--- src/rtl/change_dispenser.sv ---
// ---------------------------------------------------------------------------
// change_dispenser
//
// Coin hopper controller sitting on the far end of the vending controller's
// change interface. A request carries a coin count; the block pulses the
// eject solenoid once per coin, confirms each coin on the chute sensor,
// retries a coin whose sensor edge never arrives, and latches a jam after
// too many misses or when the hopper is found empty.
//
// Ports:
//   Clock          in   system clock, rising edge
//   nReset         in   asynchronous active-low reset
//   Change_Valid   in   one-cycle request strobe, samples Change_Amount
//   Change_Amount  in   coins to pay out (WIDTH bits)
//   Coin_Sense     in   synchronised chute sensor, 0->1 edge = one coin
//   Hopper_Empty   in   level, hopper has no coins
//   Jam_Clear      in   one-cycle operator clear of a latched jam
//   Coin_Eject     out  eject solenoid drive
//   Busy           out  payout in progress or jammed
//   Done           out  one-cycle pulse when a payout completes
//   Jam            out  jam / empty fault latched
//   Remaining      out  coins still owed (WIDTH bits)
//   Paid           out  coins sensed in the current payout (WIDTH bits)
//   Fsm_State      out  current controller state, for debug and checkers
//
// Request handshake: Change_Valid is a one-cycle strobe with no ready
// signal. It is accepted only while Busy = 0; a strobe seen while Busy = 1
// is dropped and never queued. Completion is reported by a one-cycle Done
// pulse, or by Jam rising and staying high until Jam_Clear.
// ---------------------------------------------------------------------------
module change_dispenser #(
    parameter int WIDTH     = 5,
    parameter int EJECT_LEN = 2,
    parameter int TIMEOUT   = 8,
    parameter int GAP_LEN   = 1,
    parameter int MAX_RETRY = 2
) (
    input  logic             Clock,
    input  logic             nReset,
    input  logic             Change_Valid,
    input  logic [WIDTH-1:0] Change_Amount,
    input  logic             Coin_Sense,
    input  logic             Hopper_Empty,
    input  logic             Jam_Clear,
    output logic             Coin_Eject,
    output logic             Busy,
    output logic             Done,
    output logic             Jam,
    output logic [WIDTH-1:0] Remaining,
    output logic [WIDTH-1:0] Paid,
    output logic [2:0]       Fsm_State
);

    typedef enum logic [2:0] {
        S_IDLE       = 3'd0,
        S_EJECT      = 3'd1,
        S_WAIT_SENSE = 3'd2,
        S_GAP        = 3'd3,
        S_JAM        = 3'd4
    } state_t;

    // One timer serves all three timed phases, so it is sized for the longest.
    localparam int TMAX_A = (EJECT_LEN > TIMEOUT) ? EJECT_LEN : TIMEOUT;
    localparam int TMAX   = (TMAX_A > GAP_LEN) ? TMAX_A : GAP_LEN;
    localparam int TW     = $clog2(TMAX + 1);
    localparam int RW     = $clog2(MAX_RETRY + 1);

    localparam logic [TW-1:0] EJECT_LAST   = TW'(EJECT_LEN - 1);
    localparam logic [TW-1:0] TIMEOUT_LAST = TW'(TIMEOUT - 1);
    localparam logic [TW-1:0] GAP_LAST     = TW'(GAP_LEN - 1);
    localparam logic [RW-1:0] RETRY_LIMIT  = RW'(MAX_RETRY);

    state_t          state;
    logic [TW-1:0]   timer;
    logic [RW-1:0]   retry;
    logic            sense_q;
    logic            sense_edge;
    logic [RW-1:0]   retry_next;

    assign sense_edge = Coin_Sense & ~sense_q;
    assign retry_next = retry + RW'(1);
    assign Fsm_State  = state;

    always_ff @(posedge Clock or negedge nReset) begin
        if (!nReset) begin
            state      <= S_IDLE;
            timer      <= '0;
            retry      <= '0;
            sense_q    <= 1'b0;
            Coin_Eject <= 1'b0;
            Busy       <= 1'b0;
            Done       <= 1'b0;
            Jam        <= 1'b0;
            Remaining  <= '0;
            Paid       <= '0;
        end else begin
            sense_q <= Coin_Sense;
            Done    <= 1'b0;

            case (state)
                S_IDLE: begin
                    if (Change_Valid) begin
                        if (Change_Amount == '0) begin
                            Done <= 1'b1;
                        end else begin
                            Busy      <= 1'b1;
                            Remaining <= Change_Amount;
                            Paid      <= '0;
                            retry     <= '0;
                            timer     <= '0;
                            // An empty hopper is caught before the solenoid fires.
                            if (Hopper_Empty) begin
                                state <= S_JAM;
                                Jam   <= 1'b1;
                            end else begin
                                state      <= S_EJECT;
                                Coin_Eject <= 1'b1;
                            end
                        end
                    end
                end

                S_EJECT, S_WAIT_SENSE: begin
                    // A coin seen on the chute takes priority over any
                    // phase end or timeout in the same cycle.
                    if (sense_edge) begin
                        Remaining  <= Remaining - WIDTH'(1);
                        Paid       <= Paid + WIDTH'(1);
                        retry      <= '0;
                        timer      <= '0;
                        Coin_Eject <= 1'b0;
                        if (Remaining == WIDTH'(1)) begin
                            state <= S_IDLE;
                            Busy  <= 1'b0;
                            Done  <= 1'b1;
                        end else begin
                            state <= S_GAP;
                        end
                    end else if (state == S_EJECT) begin
                        if (timer == EJECT_LAST) begin
                            state      <= S_WAIT_SENSE;
                            timer      <= '0;
                            Coin_Eject <= 1'b0;
                        end else begin
                            timer <= timer + TW'(1);
                        end
                    end else begin
                        if (timer == TIMEOUT_LAST) begin
                            timer <= '0;
                            retry <= retry_next;
                            if (retry_next < RETRY_LIMIT && !Hopper_Empty) begin
                                state      <= S_EJECT;
                                Coin_Eject <= 1'b1;
                            end else begin
                                state <= S_JAM;
                                Jam   <= 1'b1;
                            end
                        end else begin
                            timer <= timer + TW'(1);
                        end
                    end
                end

                S_GAP: begin
                    if (timer == GAP_LAST) begin
                        timer <= '0;
                        if (Hopper_Empty) begin
                            state <= S_JAM;
                            Jam   <= 1'b1;
                        end else begin
                            state      <= S_EJECT;
                            Coin_Eject <= 1'b1;
                        end
                    end else begin
                        timer <= timer + TW'(1);
                    end
                end

                S_JAM: begin
                    // Remaining and Paid hold so the operator can read them.
                    Coin_Eject <= 1'b0;
                    if (Jam_Clear) begin
                        state     <= S_IDLE;
                        Jam       <= 1'b0;
                        Busy      <= 1'b0;
                        Remaining <= '0;
                        retry     <= '0;
                        timer     <= '0;
                    end
                end

                default: begin
                    state      <= S_IDLE;
                    Coin_Eject <= 1'b0;
                    Busy       <= 1'b0;
                    Jam        <= 1'b0;
                end
            endcase
        end
    end

endmodule

--- config.mk ---
export PLATFORM = sky130hd
export DESIGN_NAME = change_dispenser
export DESIGN_NICKNAME = d
export VERILOG_FILES = /design/src/rtl/change_dispenser.sv
export SDC_FILE = /design/constraint.sdc
export NUM_CORES = 1
export LEC_CHECK = 0
export CORE_MARGIN = 5
export CORE_UTILIZATION = 48
export CTS_CLUSTER_SIZE = 20
export DETAILED_ROUTE_END_ITERATION = 8
export PLACE_DENSITY = 0.75
export SETUP_SLACK_MARGIN = 0.02
export SLEW_MARGIN = 20
export SYNTH_ARGS = -nofsm -noshare
export SYNTH_HDL_FRONTEND = slang
export SYNTH_SLANG_ARGS = --single-unit
--- constraint.sdc ---
create_clock -name Clock -period 1.99 [get_ports Clock]
set_input_delay 0.199 -clock Clock [delete_from_list [all_inputs] [get_ports Clock]]
set_output_delay 0.199 -clock Clock [all_outputs]
set_load 0.03 [all_outputs]
==> impl_summary.log <==
[metrics] outcome: completed
[metrics] Area Overhead vs Synth: 39.0%
[metrics] top-count cell post-synth: sky130_fd_sc_hd__dfrtp_1
[metrics] die width: 70 um
[metrics] final period utilization: 0.951
[metrics] simple-gate portion of the synthesized area: 0.195
[metrics] count of boundary I/O pins: 28
[metrics] DRC: 0
[metrics] share of the synthesized area in the top cell type: 0.348
[metrics] first-pass GRT wire length: 8210 um
[metrics] endpoint of the worst register-to-register path: Fsm_State[1]$_DFFE_PN0P_
[metrics] net switching power of the design: 1.71 mW
[metrics] start point of the critical path: timer[1]$_DFFE_PN0P_
[metrics] total number of yosys warnings: 0
[metrics] total global-route track usage: 0.203
[metrics] Final Hold Slack: 215 ps
[metrics] worst ir drop on vdd: 835 uV
[metrics] adder and majority cell fraction of the synthesized area: 0.0492
[metrics] global placer's final weighted congestion: 0.836
[metrics] cell type contributing the most total cell area after synthesis: sky130_fd_sc_hd__dfrtp_1
[metrics] Clk Tree Root Cell: sky130_fd_sc_hd__clkbuf_4
[metrics] Syn Std Cell Area: 1730 um^2
[metrics] Max-Cap Viols: 0
[metrics] Hold Path Class: input pin to asynchronous set/reset pin
[metrics] pin slew with the least headroom to its limit: 451 ps
[metrics] Vias/cell: 5.80
[metrics] remaining global-route overflow: 0
[metrics] synthesized net count: 219
[metrics] Post-CTS Hold Fix Bufs: 0
[metrics] iteration-0 DRC count of the detailed router: 151
[metrics] Critical Path End Type: register
[metrics] core utilization of the finished layout: 0.703
[metrics] slowest stage cell, crit path: sky130_fd_sc_hd__dfrtp_1
[metrics] synthesized netlist cell count: 202
[metrics] worst reg2reg startpoint: timer[1]$_DFFE_PN0P_
[metrics] Floorplan Core Area: 3420 um^2
[metrics] via count of the first global-routing pass: 1743
[metrics] Slowest Stage Delay on Critical Path: 430 ps
[metrics] flop2flop setup slack: 100 ps
[metrics] post-route cell area: 2400 um^2
[metrics] largest buffer count on any clock path: 2
[metrics] largest fanout on the critical path: 5
[metrics] number of failing hold endpoints at the final stage: 0
[metrics] Setup TNS Final: 0 ps
[metrics] worst-case setup slack after placement: -303 ps
[metrics] count of input and output buffers: 27
[metrics] source-to-sink clock delay at the later pin of the worst-skew pair: 330 ps
[metrics] clock share of power: 0.075
[metrics] first-pass iteration count of the detailed router: 4
[metrics] Clock Skew: 9.27 ps
[metrics] total leakage power: 1.05 nW
[metrics] clock transition at the registers of the reported paths: 140 ps
[metrics] number of endpoints failing setup at the final stage: 0
[metrics] cell family contributing the most delay on the critical path: compound AO/OA/AOI/OAI gates
[metrics] post-detailed-placement half-perimeter wirelength: 3660 um
[metrics] Post-CTS Setup Repair Bufs: 0
[metrics] post-synthesis share of cell area spent on xor and xnor gates: 0.0355
[metrics] Final Slew Violations: 0
[metrics] fraction of layout cells with a size suffix above 1: 0.227
[metrics] H-tree levels: 1
[metrics] synthesized-area fraction occupied by ao, oa, aoi and oai cells: 0.293
[metrics] pwr/cell area: 1520 nW/um^2
[metrics] async set or reset register ratio after synthesis: 1.00
[metrics] die height: 70 um
[metrics] critical path endpoint: Fsm_State[1]$_DFFE_PN0P_
[metrics] Placement Rows: 21
[metrics] path depth of the worst reg2reg path: 6
[metrics] mean instance size in the synthesized netlist: 8.55 um^2
[metrics] total via count in the routed design: 1774
[metrics] instance area after placement: 2300 um^2
[metrics] number of nets in the final layout: 278
[metrics] Detail Route Antenna Nets: 0
[metrics] register area share after synthesis: 0.348
[metrics] fill cell instance count of the final layout: 290
[metrics] mux share of post-synthesis cell area: 0.0304
[metrics] most common library cells after synthesis: 24 x sky130_fd_sc_hd__dfrtp_1, 21 x sky130_fd_sc_hd__nor2_1, 16 x sky130_fd_sc_hd__a21oi_1
[metrics] endpoint arrival time on the critical path: 2130 ps
[metrics] largest family of logic cells by synthesized area: compound AO/OA/AOI/OAI gates
[metrics] Worst Path Buf+Inv: 1
[metrics] die outline area: 4900 um^2
[metrics] routed len/inst: 16.1 um
[metrics] biggest area contributors in the synthesized netlist: sky130_fd_sc_hd__dfrtp_1 35%, sky130_fd_sc_hd__a21oi_1 4.6%, sky130_fd_sc_hd__nor2_1 4.6%
[metrics] relative contribution of sequential cells to total power: 0.219
[metrics] pin count of the biggest net entering global routing: 25
[metrics] number of buffers added by the clock tree synthesis step: 3
[metrics] post-route worst setup slack: 98.4 ps
[metrics] Max-slew headroom: 0.699
[metrics] share of total power in combinational logic: 0.707
[metrics] post-synthesis cell type count: 51
[metrics] number of clock sinks: 24
[metrics] crit path kind: register to register
[metrics] cell internal pwr: 1.94 mW
[metrics] startpoint class of the critical path: register
[metrics] critical path cell sequence: inv_1 > ha_1 > nor3b_4 > a2111oi_4 > a221oi_4 > mux2_2
[metrics] Stages on worst setup path: 6
[metrics] initial antenna violation count: 0
[metrics] EDFF count, synth: 0
[metrics] Data required, critical path: 2220 ps
[metrics] maximum clock rate: 0.529 GHz
[metrics] Total Routed Length: 4920 um
[metrics] prevailing post-synth register cell: sky130_fd_sc_hd__dfrtp_1
[metrics] fraction of power spent switching nets: 0.469
[metrics] starting utilization of the core area: 0.506
[metrics] clock period minus final worst setup slack: 1890 ps
[metrics] #FFs+latches synth: 24
[metrics] TritonCTS clock tree: done
[metrics] antenna diode count: 0
[power by group through the flow]
stage                     sequential (mW)  clock, mW  combinational, mW
after floorplan                      1.03          0               1.30
after global placement              0.789          0               2.39
after detailed placement            0.794          0               2.44
after CTS                           0.783      0.280               2.45
after global routing                0.824      0.299               2.82
final                               0.799      0.273               2.58
[through the flow]
step | power [mW] | std cells
floorplan | 2.32 | 202
global route | 3.94 | 306
global placement | 3.18 | 302
finish | 3.65 | 306
CTS | 3.51 | 306
detailed placement | 3.23 | 302
[worst min-delay path by stage]
| stage | to | slack, ps | cells past startpoint |
|---|---|---|---|
| 2_1_floorplan | Busy$_DFFE_PN0P_ | -100 | 0 |
| 4_1_cts | Paid[4]$_DFFE_PN0P_ | 220 | 2 |
| 3_3_place_gp | Paid[4]$_DFFE_PN0P_ | 520 | 2 |
| 3_5_place_dp | Busy$_DFFE_PN0P_ | 530 | 2 |
| 5_1_grt | Paid[2]$_DFFE_PN0P_ | 240 | 2 |
| 6_report | Done$_DFF_PN0_ | 220 | 2 |
[layer usage]
| layer | share of wire | global-route usage | up-vias |
|---|---|---|---|
| met5 | 0 | 0 | - |
| met4 | 0.012 | 0.0660 | 0 |
| met3 | 0.061 | 0.0287 | 9 |
| met2 | 0.49 | 0.332 | 60 |
| met1 | 0.44 | 0.274 | 841 |
| li1 | - | - | 864 |
[repair_timing]
item,CTS,global route
setup endpoints to repair,3,14
pin swaps,1,1
gates resized for setup,0,13
cloned,0,0
[worst reg2reg max path, stage by stage, from the launching register on]
cell and delay (ps):
sky130_fd_sc_hd__dfrtp_1 430, sky130_fd_sc_hd__inv_1 100, sky130_fd_sc_hd__ha_1 160, sky130_fd_sc_hd__nor3b_4 220, sky130_fd_sc_hd__a2111oi_4 140, sky130_fd_sc_hd__a221oi_4 380, sky130_fd_sc_hd__mux2_2 380
[flip-flops by register name (all words and copies together), names as in the netlist]
signal      flops
Remaining       5
Done            1
sense_q         1
Busy            1
retry           2
Fsm_State       3
timer           4
Paid            5
Jam             1
Coin_Eject      1
[cell families (layout without fill, tap and decap cells)]
logic type,after synthesis,after routing
XOR/XNOR,7,7
AO/OA/AOI/OAI,72,72
flip-flops,24,24
multiplexers,5,5
adder cells (fa/ha/maj),7,7
AND/OR/NAND/NOR,67,67
buffers and inverters,20,78
[placed cells by master (no fill, tap or decap), types with 3 or more instances in the layout]
cell	instances
sky130_fd_sc_hd__a21oi_1	15
sky130_fd_sc_hd__a221oi_1	3
sky130_fd_sc_hd__buf_4	38
sky130_fd_sc_hd__clkbuf_4	3
sky130_fd_sc_hd__clkdlybuf4s50_1	27
sky130_fd_sc_hd__dfrtp_1	22
sky130_fd_sc_hd__ha_1	6
sky130_fd_sc_hd__inv_1	9
sky130_fd_sc_hd__mux2i_1	3
sky130_fd_sc_hd__nand2_1	13
sky130_fd_sc_hd__nand2b_1	6
sky130_fd_sc_hd__nand3_1	4
sky130_fd_sc_hd__nor2_1	21
sky130_fd_sc_hd__nor2b_1	5
sky130_fd_sc_hd__nor3_1	7
sky130_fd_sc_hd__o2111ai_1	3
sky130_fd_sc_hd__o211ai_1	4
sky130_fd_sc_hd__o21ai_0	13
sky130_fd_sc_hd__o21ai_1	5
sky130_fd_sc_hd__xor2_1	5
[layout make-up]
type                       instances  area, um^2  area share
inverter                           9        33.8      0.0141
clock buffer                       4        36.3      0.0151
timing repair buffer              65         556       0.231
tap                               46        57.6      0.0240
sequential                        24         603       0.251
multi-input combinational        158        1110       0.464
Note: power is estimated with default switching activity, not from simulation.
